`config.mk`:
```
export PLATFORM = sky130hd
export DESIGN_NAME = hazard_scoreboard_flat
export DESIGN_NICKNAME = d
export VERILOG_FILES = /design/src/rtl/riscv_pkg.sv /design/src/rtl/hazard_scoreboard_if.sv /design/src/rtl/forward_unit.sv /design/src/rtl/hazard_scoreboard.sv /design/src/flat_wrapper.sv
export SDC_FILE = /design/constraint.sdc
export NUM_CORES = 1
export LEC_CHECK = 0
export BUFFER_PORTS_ARGS = -buffer_cell sky130_fd_sc_hd__buf_4
export CELL_PAD_IN_SITES_DETAIL_PLACEMENT = 1
export CELL_PAD_IN_SITES_GLOBAL_PLACEMENT = 1
export CORE_MARGIN = 2
export CORE_UTILIZATION = 40
export CTS_CLUSTER_DIAMETER = 150
export DETAILED_ROUTE_END_ITERATION = 6
export PLACE_DENSITY = 0.78
export SKIP_CTS_REPAIR_TIMING = 1
export SLEW_MARGIN = 25
export SYNTH_ARGS = -nofsm -noshare
export SYNTH_HDL_FRONTEND = slang
export SYNTH_SLANG_ARGS = --single-unit
```
`constraint.sdc`:
```
create_clock -name clk -period 4.85 [get_ports clk]
set_input_delay 0.97 -clock clk [delete_from_list [all_inputs] [get_ports clk]]
set_output_delay 0.97 -clock clk [all_outputs]
set_load 0.05 [all_outputs]
```
`src/rtl/riscv_pkg.sv`:
```
// Shared pipeline constants for the hazard/forwarding logic of the 5-stage core.
package riscv_pkg;

  localparam logic [1:0] FWD_RF  = 2'b00;
  localparam logic [1:0] FWD_WB  = 2'b01;
  localparam logic [1:0] FWD_MEM = 2'b10;

  typedef enum logic [2:0] {
    StageF,
    StageD,
    StageE,
    StageM,
    StageW
  } stage_e;

  function automatic int unsigned clog2(input int unsigned n);
    int unsigned r;
    r = 0;
    while ((32'd1 << r) < n) r++;
    return r;
  endfunction

endpackage

```
`src/rtl/hazard_scoreboard_if.sv`:
```
// Pipeline-side view of the hazard unit: stage register fields in, stall/flush/forward out.
interface hazard_scoreboard_if #(
  parameter int unsigned AW = 5
);
  logic [AW-1:0] Rs1D, Rs2D, RdD;
  logic          LongOpD;
  logic [AW-1:0] Rs1E, Rs2E, RdE;
  logic          RegWriteE, LoadE, LongIssueE, PCSrcE;
  logic [AW-1:0] RdM, RdW;
  logic          RegWriteM, RegWriteW;
  logic          LongDone;
  logic [AW-1:0] LongDoneRd;
  logic          StallF, StallD, FlushD, FlushE;
  logic [1:0]    ForwardAE, ForwardBE;
  logic          SbErr;

  modport master (
    output Rs1D, Rs2D, RdD, LongOpD, Rs1E, Rs2E, RdE, RegWriteE, LoadE, LongIssueE, PCSrcE,
    output RdM, RegWriteM, RdW, RegWriteW, LongDone, LongDoneRd,
    input  StallF, StallD, FlushD, FlushE, ForwardAE, ForwardBE, SbErr
  );

  modport slave (
    input  Rs1D, Rs2D, RdD, LongOpD, Rs1E, Rs2E, RdE, RegWriteE, LoadE, LongIssueE, PCSrcE,
    input  RdM, RegWriteM, RdW, RegWriteW, LongDone, LongDoneRd,
    output StallF, StallD, FlushD, FlushE, ForwardAE, ForwardBE, SbErr
  );
endinterface

```
`src/rtl/forward_unit.sv`:
```
// ALU operand bypass select for one E-stage source register; M result beats W result.
module forward_unit
  import riscv_pkg::*;
#(
  parameter int unsigned AW     = 5,
  parameter bit          FWD_EN = 1'b1
) (
  input  logic [AW-1:0] rs_i,
  input  logic [AW-1:0] rd_m_i,
  input  logic          reg_write_m_i,
  input  logic [AW-1:0] rd_w_i,
  input  logic          reg_write_w_i,
  output logic [1:0]    fwd_o
);

  always_comb begin
    fwd_o = FWD_RF;
    if (FWD_EN) begin
      if (reg_write_m_i && (rd_m_i != '0) && (rd_m_i == rs_i)) begin
        fwd_o = FWD_MEM;
      end else if (reg_write_w_i && (rd_w_i != '0) && (rd_w_i == rs_i)) begin
        fwd_o = FWD_WB;
      end
    end
  end

endmodule

```
`src/rtl/hazard_scoreboard.sv`:
```
// Hazard, forwarding and long-op scoreboard unit: busy bits for in-flight multi-cycle
// results plus an outstanding-op counter, feeding combinational stall/flush/forward controls.
module hazard_scoreboard
  import riscv_pkg::*;
#(
  parameter int unsigned NREGS   = 32,
  parameter int unsigned AW      = 5,
  parameter int unsigned MAX_OUT = 4,
  parameter bit          FWD_EN  = 1'b1
) (
  input  logic          clk,
  input  logic          reset,
  hazard_scoreboard_if.slave hz
);

  localparam int unsigned CW     = clog2(MAX_OUT + 1);
  localparam logic [CW-1:0] CntMax = CW'(MAX_OUT);

  logic [NREGS-1:1] busy_q, busy_d;
  logic [CW-1:0]    cnt_q, cnt_d;
  logic             sb_err_q, sb_err_d;
  logic             lw_stall, sb_stall, raw_stall, stall, full;

  // An issue this cycle counts as busy already, so a back-to-back consumer stalls.
  function automatic logic hit(input logic [AW-1:0] r, input logic [NREGS-1:1] busy,
                               input logic issue, input logic [AW-1:0] rd_e);
    return (r != '0) && (busy[r] || (issue && (rd_e == r)));
  endfunction

  always_comb begin
    busy_d   = busy_q;
    cnt_d    = cnt_q;
    sb_err_d = sb_err_q;
    if (hz.LongDone && (hz.LongDoneRd != '0)) begin
      if (!busy_q[hz.LongDoneRd]) sb_err_d = 1'b1;
      busy_d[hz.LongDoneRd] = 1'b0;
    end
    // Set after clear so a same-register issue/done leaves the bit busy.
    if (hz.LongIssueE && (hz.RdE != '0)) busy_d[hz.RdE] = 1'b1;
    case ({hz.LongIssueE, hz.LongDone})
      2'b10: begin
        if (cnt_q == CntMax) sb_err_d = 1'b1;
        else                 cnt_d = cnt_q + CW'(1);
      end
      2'b01: begin
        if (cnt_q == '0) sb_err_d = 1'b1;
        else             cnt_d = cnt_q - CW'(1);
      end
      default: ;
    endcase
  end

  always_ff @(posedge clk or negedge reset) begin
    if (!reset) begin
      busy_q   <= '0;
      cnt_q    <= '0;
      sb_err_q <= 1'b0;
    end else begin
      busy_q   <= busy_d;
      cnt_q    <= cnt_d;
      sb_err_q <= sb_err_d;
    end
  end

  always_comb begin
    full      = ({1'b0, cnt_q} + {{CW{1'b0}}, hz.LongIssueE}) >= {1'b0, CntMax};
    lw_stall  = hz.LoadE && (hz.RdE != '0) && ((hz.RdE == hz.Rs1D) || (hz.RdE == hz.Rs2D));
    sb_stall  = hit(hz.Rs1D, busy_q, hz.LongIssueE, hz.RdE)
             || hit(hz.Rs2D, busy_q, hz.LongIssueE, hz.RdE)
             || (hz.LongOpD && (hit(hz.RdD, busy_q, hz.LongIssueE, hz.RdE) || full));
    // Without bypassing, E and M producers must drain; W writes the RF on the falling edge.
    raw_stall = !FWD_EN
             && ((hz.RegWriteE && (hz.RdE != '0)
                  && ((hz.RdE == hz.Rs1D) || (hz.RdE == hz.Rs2D)))
              || (hz.RegWriteM && (hz.RdM != '0)
                  && ((hz.RdM == hz.Rs1D) || (hz.RdM == hz.Rs2D))));
    stall     = lw_stall || sb_stall || raw_stall;
    hz.StallF = stall && !hz.PCSrcE;
    hz.StallD = stall && !hz.PCSrcE;
    hz.FlushD = hz.PCSrcE;
    hz.FlushE = stall || hz.PCSrcE;
    hz.SbErr  = sb_err_q;
  end

  forward_unit #(
    .AW     (AW),
    .FWD_EN (FWD_EN)
  ) u_fwd_a (
    .rs_i          (hz.Rs1E),
    .rd_m_i        (hz.RdM),
    .reg_write_m_i (hz.RegWriteM),
    .rd_w_i        (hz.RdW),
    .reg_write_w_i (hz.RegWriteW),
    .fwd_o         (hz.ForwardAE)
  );

  forward_unit #(
    .AW     (AW),
    .FWD_EN (FWD_EN)
  ) u_fwd_b (
    .rs_i          (hz.Rs2E),
    .rd_m_i        (hz.RdM),
    .reg_write_m_i (hz.RegWriteM),
    .rd_w_i        (hz.RdW),
    .reg_write_w_i (hz.RegWriteW),
    .fwd_o         (hz.ForwardBE)
  );

endmodule

```
`src/flat_wrapper.sv`:
```
// flat-port wrapper written by rule: the top's interface ports become plain ports
module hazard_scoreboard_flat import riscv_pkg::*;
#(
  parameter int unsigned NREGS   = 32,
  parameter int unsigned AW      = 5,
  parameter int unsigned MAX_OUT = 4,
  parameter bit          FWD_EN  = 1'b1
)
  (clk, reset, hz_Rs1D, hz_Rs2D, hz_RdD, hz_LongOpD, hz_Rs1E, hz_Rs2E, hz_RdE, hz_RegWriteE, hz_LoadE, hz_LongIssueE, hz_PCSrcE, hz_RdM, hz_RegWriteM, hz_RdW, hz_RegWriteW, hz_LongDone, hz_LongDoneRd, hz_StallF, hz_StallD, hz_FlushD, hz_FlushE, hz_ForwardAE, hz_ForwardBE, hz_SbErr);
  hazard_scoreboard_if #(.AW(AW)) hz_i ();
  input  logic clk;
  input  logic reset;
  input wire logic [$bits(hz_i.Rs1D)-1:0] hz_Rs1D;
  input wire logic [$bits(hz_i.Rs2D)-1:0] hz_Rs2D;
  input wire logic [$bits(hz_i.RdD)-1:0] hz_RdD;
  input wire logic [$bits(hz_i.LongOpD)-1:0] hz_LongOpD;
  input wire logic [$bits(hz_i.Rs1E)-1:0] hz_Rs1E;
  input wire logic [$bits(hz_i.Rs2E)-1:0] hz_Rs2E;
  input wire logic [$bits(hz_i.RdE)-1:0] hz_RdE;
  input wire logic [$bits(hz_i.RegWriteE)-1:0] hz_RegWriteE;
  input wire logic [$bits(hz_i.LoadE)-1:0] hz_LoadE;
  input wire logic [$bits(hz_i.LongIssueE)-1:0] hz_LongIssueE;
  input wire logic [$bits(hz_i.PCSrcE)-1:0] hz_PCSrcE;
  input wire logic [$bits(hz_i.RdM)-1:0] hz_RdM;
  input wire logic [$bits(hz_i.RegWriteM)-1:0] hz_RegWriteM;
  input wire logic [$bits(hz_i.RdW)-1:0] hz_RdW;
  input wire logic [$bits(hz_i.RegWriteW)-1:0] hz_RegWriteW;
  input wire logic [$bits(hz_i.LongDone)-1:0] hz_LongDone;
  input wire logic [$bits(hz_i.LongDoneRd)-1:0] hz_LongDoneRd;
  output wire logic [$bits(hz_i.StallF)-1:0] hz_StallF;
  output wire logic [$bits(hz_i.StallD)-1:0] hz_StallD;
  output wire logic [$bits(hz_i.FlushD)-1:0] hz_FlushD;
  output wire logic [$bits(hz_i.FlushE)-1:0] hz_FlushE;
  output wire logic [$bits(hz_i.ForwardAE)-1:0] hz_ForwardAE;
  output wire logic [$bits(hz_i.ForwardBE)-1:0] hz_ForwardBE;
  output wire logic [$bits(hz_i.SbErr)-1:0] hz_SbErr;
  assign hz_i.Rs1D = hz_Rs1D;
  assign hz_i.Rs2D = hz_Rs2D;
  assign hz_i.RdD = hz_RdD;
  assign hz_i.LongOpD = hz_LongOpD;
  assign hz_i.Rs1E = hz_Rs1E;
  assign hz_i.Rs2E = hz_Rs2E;
  assign hz_i.RdE = hz_RdE;
  assign hz_i.RegWriteE = hz_RegWriteE;
  assign hz_i.LoadE = hz_LoadE;
  assign hz_i.LongIssueE = hz_LongIssueE;
  assign hz_i.PCSrcE = hz_PCSrcE;
  assign hz_i.RdM = hz_RdM;
  assign hz_i.RegWriteM = hz_RegWriteM;
  assign hz_i.RdW = hz_RdW;
  assign hz_i.RegWriteW = hz_RegWriteW;
  assign hz_i.LongDone = hz_LongDone;
  assign hz_i.LongDoneRd = hz_LongDoneRd;
  assign hz_StallF = hz_i.StallF;
  assign hz_StallD = hz_i.StallD;
  assign hz_FlushD = hz_i.FlushD;
  assign hz_FlushE = hz_i.FlushE;
  assign hz_ForwardAE = hz_i.ForwardAE;
  assign hz_ForwardBE = hz_i.ForwardBE;
  assign hz_SbErr = hz_i.SbErr;
  hazard_scoreboard #(.NREGS(NREGS), .AW(AW), .MAX_OUT(MAX_OUT), .FWD_EN(FWD_EN)) u_core (.clk(clk), .reset(reset), .hz(hz_i));
endmodule
```
Word-level counts from Yosys, hierarchy flattened
Index checks and enable logic that the tools add are counted.

word-level totals
  register bits after elaboration = 35
  bits of input ports = 55
  output and inout bits = 9

operators by class
  add/subtract/negate cells = 3
  order comparisons = 8
  eq/ne operators = 12
  muxes and demuxes = 26
  bitwise gates (word level) = 3
  reductions and logical operators = 40

operator list
  kind                                                        count
  two-way mux 31 bit                                          2
  equality test 5 bit                                         7
  nonzero test 5 bit                                          7
  bitwise AND 31 bit                                          1
  NOT 31 bit                                                  1
  bitwise OR 31 bit                                           1
  less-than comparator 5 x 6 -> 1 bit, second input constant  5
  binary-select mux 1 bit (select 5 bit)                      4
  logical AND 1 bit                                           20
  two-way mux 1 bit                                           12
  demux 1 bit (select 5 bit)                                  2
  >= comparator 5 x 1 -> 1 bit, second input constant         2
  logical OR 1 bit                                            9
  two-way mux 3 bit                                           2
  one-hot mux 3 bit (2 select lines)                          1
  adder 3 x 1 -> 4 bit                                        1
  >= comparator 4 x 3 -> 1 bit, second input constant         1
  two-way mux 2 bit                                           2
  inequality test 2 bit, second input constant                2
  adder 3 x 1 -> 3 bit, second input constant                 1
  equality test 3 bit, second input constant                  1
  logical NOT 3 bit                                           1
  AND reduction 3 bit                                         1
  subtractor 3 x 1 -> 3 bit, second input constant            1
  other kinds (5)                                             5

Logic depth before layout (Yosys ltp)
  word-level depth = 9
  mapped depth = 9

Hierarchy
A second synthesis with hierarchy kept.

unflattened totals
  cells, all modules = 327
  area, all modules = 3245.6 µm²

by module, submodules not included
  module             instances  cells each  area an instance (µm²)  seq. area each (µm²)
  hazard_scoreboard  1          287         2942.8                  875.8
  forward_unit       2          20          151.4                   0.0

Least setup slack after synthesis
No wires, ideal clock.

  path kind = input to output
  from = input hz_RdM[0]
  to = output hz_ForwardAE[0]
  arrival time = 3.547 ns
  required time = 3.880 ns
  path slack = 0.333 ns
  stages = 4
  buffers on the path = 0
  path through = or4_1 > o21ai_0 > nor4_1 > nor4_1

on the way
  word-level cells in the longest chain between the ends = 4
  elaborated cells between the ends (all ways) = 5
  classes of those cells = 1 x eq/ne; 1 x mux; 3 x reduce/logical

RTL lines
  what                   line                RTL
  start: declaration     flat_wrapper.sv:24  input wire logic [$bits(hz_i.RdM)-1:0] hz_RdM;
  nonzero test 5 bit     forward_unit.sv:19  if (reg_write_m_i && (rd_m_i != '0) && (rd_m_i == rs_i)) begin
  logical AND 1 bit      forward_unit.sv:19
  logical AND 1 bit (*)  forward_unit.sv:19
  two-way mux 2 bit (*)  forward_unit.sv:19
  end: declaration       flat_wrapper.sv:34  output wire logic [$bits(hz_i.ForwardAE)-1:0] hz_ForwardAE;

Every way passes the cells marked *; elsewhere a longest branch is shown, timed or not.

Worst setup path in the final report
  from = input hz_Rs2D[0]
  to = output hz_StallD

on the way
  word-level cells in the longest chain between the ends = 8
  elaborated cells between the ends (all ways) = 13
  classes of those cells = 1 x eq/ne; 2 x mux; 10 x reduce/logical

RTL lines
  what                                                                           line                                              RTL
  start: declaration                                                             flat_wrapper.sv:14                                input wire logic [$bits(hz_i.Rs2D)-1:0] hz_Rs2D;
  binary-select mux 1 bit (select 5 bit) or equality test 5 bit (tied branches)  hazard_scoreboard.sv:27, hazard_scoreboard.sv:67
  two-way mux 1 bit (implied by the code) or logical AND 1 bit (tied branches)   hazard_scoreboard.sv:27                           return (r != '0) && (busy[r] || (issue && (rd_e == r)));
  logical OR 1 bit                                                               hazard_scoreboard.sv:27
  logical AND 1 bit                                                              hazard_scoreboard.sv:27
  logical OR 1 bit                                                               hazard_scoreboard.sv:69                           || hit(hz.Rs2D, busy_q, hz.LongIssueE, hz.RdE)
  logical OR 1 bit                                                               hazard_scoreboard.sv:70                           || (hz.LongOpD && (hit(hz.RdD, busy_q, hz.LongIssueE, hz.RdE) || full));
  logical OR 1 bit (*)                                                           hazard_scoreboard.sv:77                           stall = lw_stall || sb_stall || raw_stall;
  logical AND 1 bit (*)                                                          hazard_scoreboard.sv:79                           hz.StallD = stall && !hz.PCSrcE;
  end: declaration                                                               flat_wrapper.sv:31                                output wire logic [$bits(hz_i.StallD)-1:0] hz_StallD;

Every way passes the cells marked *; elsewhere a longest branch is shown, timed or not. The select of a mux whose other input is x is not followed.

==> metrics.md <==
| Metric | Value |
|---|---|
| Status | finished clean |
| Core area | 7810 sq um |
| Share of cells above drive strength 1 | 0.254 |
| Total CTS buffers | 5 |
| CP startpoint kind | input port |
| Initial antenna violation count | 0 |
| Antenna Violating Nets Remaining | 0 |
| Sequential-to-total area share from yosys stat | 0.269 |
| Tmin final | 4.14 ns |
| Iter 0 DRT Violations | 157 |
| Final worst path period share | 0.853 |
| Mapped Cells | 352 |
| Yosys top cell area share | 0.269 |
| Root Buffer | clkbuf_8 |
| Total global-route track usage | 0.255 |
| Main flop type after synthesis | dfrtp_1 |
| Die Span Y | 94.3 um |
| NetSw | 442 uW |
| Setup TNS | 0 ns |
| Mux share of post-synthesis cell area | 0.219 |
| Grt total ovfl | 0 |
| Num rows | 32 |
| Worst Max-Slew Pin Slew | 0.496 ns |
| Die area | 8890 sq um |
| Final slew viol count | 0 |
| Seq pwr share | 0.418 |
| Leak Pwr | 0.00153 uW |
| Most frequent cells in the layout | o21ai_0 (72), buf_4 (62), dfrtp_1 (35), xor2_1 (26), mux2i_1 (23) |
| Vias in the first global route | 3238 |
| CTS tree | built |
| Clk_skew | 0.00890 ns |
| DR vias/cell | 6.25 |
| FMAX | 0.242 GHz |
| Flops & latches, synth | 35 |
| Post-Synth Adder-Cell Area | 0.0138 |
| Area growth syn-to-layout | 16.8% |
| Total wire length | 10900 um |
| Area contributors post-synth | dfrtp_1 (27%), mux4_2 (14%), o21ai_0 (11%) |
| Synth async-reset ratio | 1.00 |
| # fillers | 933 |
| Slew headroom | 0.668 |
| Data required, critical path | 3.88 ns |
| Top cell type by total area after synthesis | dfrtp_1 |
| Clk sinks | 35 |
| First-pass GRT wire length | 17300 um |
| Die width | 94.3 um |
| DR pass1 iterations | 4 |
| IO Port Bufs | 62 |
| Worst slack, placed | 0.712 ns |
| Synth Area in Compound Gates | 0.199 |
| Comb power frac | 0.394 |
| Clock latency on the worst-skew pair | 0.29 ns |
| DR WL/cell | 22.0 um |
| Crit Path Max Fanout | 13 |
| Clock power share | 0.188 |
| Post-synth EDFFs | 0 |
| WP data arrival | 3.17 ns |
| Highest ir drop seen on vdd | 0.0902 mV |
| Switching part of the total | 0.386 |
| DRC | 0 |
| PD cells | 300 nW/um^2 |
| Final WS setup | 0.715 ns |
| Synth Net Count | 410 |
| Nets | 452 |
| CP Class | in -> out |
| CP endpoint kind | output pin |
| Unrepaired setup endpoints after global routing | false |
| Unique masters post-synth | 53 |
| Yosys Warn Count | 0 |
| Hold Crit Class | reg -> reg |
| Synth Area in Simple Gates | 0.146 |
| Largest net degree at the start of global routing | 36 |
| Most common cell after layout, fill and taps aside | o21ai_0 |
| Internal Power | 702 uW |
| Max Buffers Root-to-Sink | 2 |
| Initial core utilization | 0.418 |
| Clock transition at path regs | 0.06 ns |
| Hold Fails Final Rpt | 0 |
| Max Cap Viol | 0 |
| Ports | 64 |
| H-tree depth | 2 |
| Largest family of logic cells by synthesized area | multiplexers |
| Synth Area in XOR/XNOR | 0.102 |
| Diode count | 0 |
| Post-DP HPWL | 8210 um |
| Synthesized area per cell | 9.27 sq um |
| Setup violators final | 0 |
| Via count | 3101 |
| Mapped Area | 3260 sq um |
| Routability cong. | 0.905 |
state kept, by name (all words and copies together), names as in the netlist:
signal,cells
u_core.busy_q,31
u_core.cnt_q,3
u_core.hz.SbErr,1
kinds of logic after synthesis:
group                    count (synthesis)
AO/OA/AOI/OAI                          110
AND/OR/NAND/NOR                         84
adder cells (fa/ha/maj)                  3
flip-flops                              35
buffers and inverters                   36
XOR/XNOR                                38
multiplexers                            46
power by group through the flow:
| stage | combinational (uW) | clock (uW) | sequential (uW) |
|---|---|---|---|
| after floorplan | 327 | 0 | 430 |
| after global placement | 433 | 0 | 470 |
| after detailed placement | 446 | 0 | 479 |
| after CTS | 450 | 217 | 473 |
| after global routing | 498 | 233 | 488 |
| final | 450 | 215 | 478 |
cell type report:
type / instances / area (sq um) / share of cell area
Sequential cell: 35 / 876 / 0.230
Inverter: 9 / 33.8 / 0.00887
Clock buffer: 6 / 82.6 / 0.0217
Clock inverter: 1 / 5.00 / 0.00131
Multi-Input combinational cell: 281 / 2220 / 0.582
Timing Repair Buffer: 62 / 465 / 0.122
Tap cell: 102 / 128 / 0.0335
routing by layer:
metal  track usage  share of wire  vias to the layer above
met5             0              0                        -
met4        0.0918          0.017                        0
met3        0.0377          0.078                       13
met2         0.440           0.50                      134
met1         0.325           0.40                     1543
li1              -              -                     1411
worst max-delay path, cell delays in order:
cell       delay [ns]
buf_4            0.23
mux4_2           0.53
a2bb2oi_1        0.15
a31oi_1          0.16
o21ai_1          0.08
a2111o_1         0.45
a221o_1          0.38
buf_4            0.20
final timing paths:
path | startpoint | end | slack, ns | depth (start not counted)
min in group asynchronous | reset | u_core.busy_q[29] | 0.62 | 1
max in group asynchronous | reset | u_core.busy_q[19] | 3.91 | 1
worst max-delay path | hz_Rs2D[0] | hz_StallD | 0.71 | 8
worst max register to register | u_core.busy_q[1] | u_core.hz.SbErr | 3.14 | 6
worst min register to register | u_core.hz.SbErr | u_core.hz.SbErr | 0.50 | 1
worst min-delay path | u_core.hz.SbErr | u_core.hz.SbErr | 0.50 | 1
metrics by stage:
step                      utilization  power (uW)  cells  hold slack, ns  cell area [sq um]
final                           0.488        1140    496           0.501               3810
after CTS                       0.488        1140    496           0.507               3810
after detailed placement        0.477         925    489           0.491               3720
after global routing            0.488        1220    496           0.529               3810
after floorplan                     -         756    352           0.491               3260
after global placement          0.477         903    489           0.466               3720
cells in the mapped netlist, types with 3 or more instances:
| cell type | instances |
|---|---|
| a31oi_1 | 6 |
| nor4_1 | 7 |
| dfrtp_1 | 35 |
| mux4_2 | 20 |
| mux2_2 | 3 |
| or4_1 | 5 |
| o21ai_0 | 72 |
| or3b_2 | 3 |
| xor2_1 | 26 |
| a21oi_1 | 6 |
| xnor2_1 | 12 |
| nor2_1 | 10 |
| nand3b_1 | 12 |
| nor3_1 | 3 |
| nand2_1 | 14 |
| or3_1 | 3 |
| nor2b_1 | 4 |
| nand2b_1 | 4 |
| buf_2 | 5 |
| clkbuf_1 | 16 |
| nand3_1 | 13 |
| mux2i_1 | 23 |
| buf_4 | 3 |
| inv_1 | 9 |
(Power assumes the default switching activity.)
